`config.mk`:
```
export PLATFORM = sky130hd
export DESIGN_NAME = gt_tx_bringup_ctrl
export DESIGN_NICKNAME = d
export VERILOG_FILES = /design/src/rtl/gt_tx_bringup_ctrl.sv
export SDC_FILE = /design/constraint.sdc
export NUM_CORES = 1
export LEC_CHECK = 0
export CORE_MARGIN = 2
export CORE_UTILIZATION = 45
export DETAILED_ROUTE_END_ITERATION = 8
export PLACE_DENSITY = 0.75
export SLEW_MARGIN = 30
export SYNTH_ARGS = -nofsm -noshare
export SYNTH_HDL_FRONTEND = slang
export SYNTH_SLANG_ARGS = --single-unit
```
`constraint.sdc`:
```
create_clock -name init_clk -period 2.35 [get_ports init_clk]
set_clock_uncertainty 0.1 [all_clocks]
set_input_delay 0.47 -clock init_clk [delete_from_list [all_inputs] [get_ports init_clk]]
set_output_delay 0.47 -clock init_clk [all_outputs]
set_load 0.01 [all_outputs]
```
`src/rtl/gt_tx_bringup_ctrl.sv`:
```
// GT TX bring-up sequencer: power-good wait, reset pulse, reset-done wait, stability dwell, retry/fail.
// Latency: status inputs pass a 2-flop synchronizer; all outputs registered. Backpressure: none, level-driven by enable.
module gt_tx_bringup_ctrl #(
  parameter int RESET_PULSE_CYCLES = 16,
  parameter int TIMEOUT_CYCLES     = 100000,
  parameter int STABLE_CYCLES      = 1024,
  parameter int MAX_RETRY          = 3,
  localparam int RW = (MAX_RETRY < 1) ? 1 : $clog2(MAX_RETRY + 1)
) (
  input  logic          init_clk,
  input  logic          rst,
  input  logic          enable,
  input  logic          force_reinit,
  input  logic          gt_powergood,
  input  logic          tx_resetdone,
  output logic          gt_reset,
  output logic          link_up,
  output logic          link_fail,
  output logic [RW-1:0] retry_cnt,
  output logic [2:0]    state_o
);

  localparam int SW = $clog2(STABLE_CYCLES + 1);

  localparam logic [31:0]   TO_LAST    = 32'(TIMEOUT_CYCLES - 1);
  localparam logic [31:0]   PULSE_LAST = 32'(RESET_PULSE_CYCLES - 1);
  localparam logic [SW-1:0] STAB_LAST  = SW'(STABLE_CYCLES - 1);
  localparam logic [RW-1:0] MAX_R      = RW'(MAX_RETRY);

  typedef enum logic [2:0] {
    S_IDLE      = 3'd0,
    S_WAIT_PWR  = 3'd1,
    S_RST_PULSE = 3'd2,
    S_WAIT_DONE = 3'd3,
    S_STABLE    = 3'd4,
    S_LINK_UP   = 3'd5,
    S_RETRY     = 3'd6,
    S_FAIL      = 3'd7
  } state_t;

  state_t        state_q, state_d;
  logic [31:0]   timer_q, timer_d;
  logic [SW-1:0] stable_q, stable_d;
  logic [RW-1:0] retry_q, retry_d;
  logic          gt_reset_q, gt_reset_d;
  logic          pg_meta_q, pg_s_q;
  logic          rd_meta_q, rd_s_q;
  logic          both_ok;

  always_ff @(posedge init_clk or posedge rst) begin
    if (rst) begin
      state_q    <= S_IDLE;
      timer_q    <= '0;
      stable_q   <= '0;
      retry_q    <= '0;
      gt_reset_q <= 1'b1;
      pg_meta_q  <= 1'b0;
      pg_s_q     <= 1'b0;
      rd_meta_q  <= 1'b0;
      rd_s_q     <= 1'b0;
    end else begin
      state_q    <= state_d;
      timer_q    <= timer_d;
      stable_q   <= stable_d;
      retry_q    <= retry_d;
      gt_reset_q <= gt_reset_d;
      pg_meta_q  <= gt_powergood;
      pg_s_q     <= pg_meta_q;
      rd_meta_q  <= tx_resetdone;
      rd_s_q     <= rd_meta_q;
    end
  end

  assign both_ok = pg_s_q & rd_s_q;

  always_comb begin
    state_d = state_q;
    retry_d = retry_q;
    case (state_q)
      S_IDLE: begin
        if (enable) state_d = S_WAIT_PWR;
      end
      S_WAIT_PWR: begin
        if (pg_s_q)                state_d = S_RST_PULSE;
        else if (timer_q >= TO_LAST) state_d = S_RETRY;
      end
      S_RST_PULSE: begin
        if (timer_q >= PULSE_LAST) state_d = S_WAIT_DONE;
      end
      S_WAIT_DONE: begin
        if (rd_s_q)                state_d = S_STABLE;
        else if (timer_q >= TO_LAST) state_d = S_RETRY;
      end
      S_STABLE: begin
        if (!both_ok)                 state_d = S_RETRY;
        else if (stable_q >= STAB_LAST) state_d = S_LINK_UP;
      end
      S_LINK_UP: begin
        // A status drop wins over a concurrent re-init request.
        if (!both_ok) begin
          state_d = S_RETRY;
        end else if (force_reinit) begin
          state_d = S_RST_PULSE;
          retry_d = '0;
        end
      end
      S_RETRY: begin
        if (retry_q >= MAX_R) begin
          state_d = S_FAIL;
        end else begin
          state_d = S_WAIT_PWR;
          retry_d = retry_q + 1'b1;
        end
      end
      S_FAIL: begin
        state_d = S_FAIL;
      end
      default: state_d = S_IDLE;
    endcase

    if (state_d == S_LINK_UP) retry_d = '0;

    if (!enable) begin
      state_d = S_IDLE;
      retry_d = '0;
    end

    if (state_d != state_q) timer_d = '0;
    else if (&timer_q)      timer_d = timer_q;
    else                    timer_d = timer_q + 32'd1;

    if (state_q == S_STABLE && both_ok) stable_d = stable_q + 1'b1;
    else                                stable_d = '0;

    gt_reset_d = !(state_d inside {S_WAIT_DONE, S_STABLE, S_LINK_UP});
  end

  assign gt_reset  = gt_reset_q;
  assign link_up   = (state_q == S_LINK_UP);
  assign link_fail = (state_q == S_FAIL);
  assign retry_cnt = retry_q;
  assign state_o   = state_q;

endmodule

```
==> impl_metrics.yaml <==
run_status:
  outcome: "complete, but fails checks"
  violations: "DRC, setup timing"
worst_setup_path:
  cp_data_arrival_time_ps: 2560
  cp-end-kind: "register"
  crit_top_cell: "or4_4"
  critPathKind: "reg -> reg"
  crit_path_top_delay_cell: "or4_4"
  cp-start-kind: "register"
  critPathTopFamily: "simple AND/OR/NAND/NOR gates"
  slowest_delay_ps: 550
  critical_path.max_fanout: 20
  path_buf_inv: 1
  crit_required_ps: 2440
  path_cells: "or4_4 -> or4_4 -> o2111ai_4 -> a221oi_2 -> o211ai_4 -> buf_12 -> a21oi_1"
synthesis:
  synthAdderAreaFrac: 0.0125
  synth-xor-area-share: 0.105
  synth_mux_area_frac: 0.00333
  avgSynthCellArea_um2: 9.26
  synthFlopType: "dfrtp_1"
  ys_async_sr_fraction: 1.00
  yosysUniqueCellTypes: 53
  synth_area_mm2: 0.00301
  syn-num-nets: 334
  yosysWarningCount: 0
  synthSimpleGateAreaFrac: 0.272
  synth-compound-area-share: 0.115
  ys_seq_area_frac: 0.441
  synth_edf_count: 0
  ys_seq_elements: 53
  synth_top_family_by_area: "simple AND/OR/NAND/NOR gates"
  synth_cells: 325
cells_and_area:
  fin_nets: 385
  antenna_cells: 0
  drive_gt1_frac: 0.188
  area_delta_synth_final_pct: 22.1
run:
  drv_cap: 0
placed_design:
  place.gp.congestion: 0.847
  place_hpwl_um: 4800
  portBuffers: 13
timing:
  hold_viol_final: 0
  tightest_slew_ps: 474
  finalSetupViolCount: 33
  timing.final.max_slew_violations: 0
  max_slew_margin: 0.680
  setup_ws_ps: -120
  rsz0062_at_grt: "true"
  period_minus_slack_ps: 2470
  max_freq_mhz: 405
  setup_tns_ps: -3220
  finalCritPeriodShare: 1.05
  whs_ps: 258
clock_tree:
  clock_path_buffers: 2
  clock-root-buffer: "clkbuf_8"
  ctsHoldBuffers: 0
  clock_sinks: 53
  clk_latency_ps: 300
  numCtsBuffers: 5
  cts_tree: "done"
  cts.clk_slew.worst_paths_ps: 100
  h-tree-depth: 2
drt:
  antenna_left: 0
  drt_iter0_markers: 250
  wirelength_um: 6840
  drc_errors: 3
  via_count: 2633
  drt-pass1-iter-count: 7
  via_per_inst: 5.80
  wire_per_inst_um: 15.1
power_and_ir_drop:
  irDropWorstVdd_mv: 0.229
  p_per_area_mw_per_mm2: 577
  leakage_nw: 1.52
floorplan:
  die_y_um: 85.8
  start_util: 0.469
  ioPinCount: 14
  dieArea_mm2: 0.00736
  core_area_mm2: 0.00642
  die_x_um: 85.8
  num_rows: 29
worst_hold_path:
  hold_class: "reg -> reg"
grt:
  antenna_found_initial: 0
  grt_util_all_layers: 0.196
  grt_pass1_vias: 2594
  grt_start_max_net_pins: 24
  grt_remaining_overflow: 0
  grt_pass1_wl_um: 11800
[worst reg2reg max path, stage by stage, from the launching register on]
cell and delay (ps):
dfrtp_1 390, or4_4 550, or4_4 470, o2111ai_4 230
a221oi_2 120, o211ai_4 240, buf_12 190, a21oi_1 60
[stage by stage]
step	utilization	area [µm²]	total power, mW	worst slack [ps]	cells
after global routing	0.572	3670	2.22	-205	454
after global placement	0.540	3470	1.37	-62.9	442
after CTS	0.568	3640	2.12	-103	452
after floorplan	-	3030	1.24	-18.6	325
final	0.572	3670	2.12	-120	454
after detailed placement	0.540	3470	1.38	-125	442
[cell usage after synthesis, types with 3 or more instances]
master    number  share of area
and3_1         8          0.017
ha_1           3          0.012
xnor2_1       15          0.044
o21ai_0        8          0.013
dfrtp_1       52           0.43
and4_1         3         0.0087
nand4_1       23          0.048
nand3_1       22          0.037
buf_6          7          0.026
nand2_1       15          0.019
nor2_1        56          0.070
nor3_1        11          0.018
xor2_1        21          0.061
a21oi_1        9          0.015
nor4_1         8          0.017
clkbuf_1       5         0.0062
inv_1         12          0.015
a211oi_1       6          0.015
[power breakdown]
part / leakage [nW] / switching, mW / internal, mW / total, mW
clock network: 0.0681 / 0.288 / 0.423 / 0.711
registers: 0.722 / 0.0294 / 0.939 / 0.969
logic: 0.731 / 0.231 / 0.210 / 0.441
[placed cells by master, fill, tap and decap left out, drive strengths merged, types with 9 or more instances in the layout]
| cell type | instances |
|---|---|
| xnor2 | 15 |
| nor3 | 11 |
| clkdlybuf4s50 | 12 |
| nand4 | 23 |
| inv | 12 |
| xor2 | 21 |
| nor2 | 56 |
| dfrtp | 52 |
| a21oi | 9 |
| nand3 | 22 |
| and3 | 9 |
| nand2 | 15 |
| buf | 45 |
[area by class of cell]
cell class              count  area (µm²)
fillers                   577        2750
clock inverters             3        65.1
flip-flops and latches     53        1330
multi-input cells         246        1580
inverters                  12        45.0
clock buffers               5        68.8
repair buffers             58         490
well taps                  77        96.3
[final timing paths]
kind / startpoint / cells after the start / slack (ps) / to
worst max-delay path: timer_q[14] / 7 / -120 / timer_q[1]
worst min-delay path: pg_meta_q / 0 / 260 / pg_s_q
worst max register to register: timer_q[14] / 7 / -120 / timer_q[1]
worst min register to register: pg_meta_q / 0 / 260 / pg_s_q
max in group asynchronous: rst / 3 / 1150 / timer_q[25]
min in group asynchronous: rst / 2 / 400 / stable_q[0]
[registers in the layout, summed over array words and instances, names as in the netlist]
signal     cells
timer_q       32
state_o        3
rd_s_q         1
gt_reset       1
retry_cnt      2
rd_meta_q      1
stable_q      11
pg_meta_q      1
pg_s_q         1
[logic make-up (layout without fill, tap and decap cells)]
kind of cell,count (synthesis),count (layout)
buf+inv,26,78
xor+xnor,36,36
compound gates,46,46
fa+ha+maj,3,3
simple gates,160,160
flops,53,53
mux,1,1
[what timing repair did]
item,in CTS,in global routing
setup endpoints to repair,35,36
gates resized for setup,6,3
pin swaps,2,0
setup buffers,2,2
[per-layer routing]
metal / GRT usage / share of wire
met5: 0 / 0
met4: 0.0707 / 0.0099
met3: 0.0308 / 0.030
met2: 0.330 / 0.50
met1: 0.258 / 0.46
Note: power is estimated with default switching activity, not from simulation.
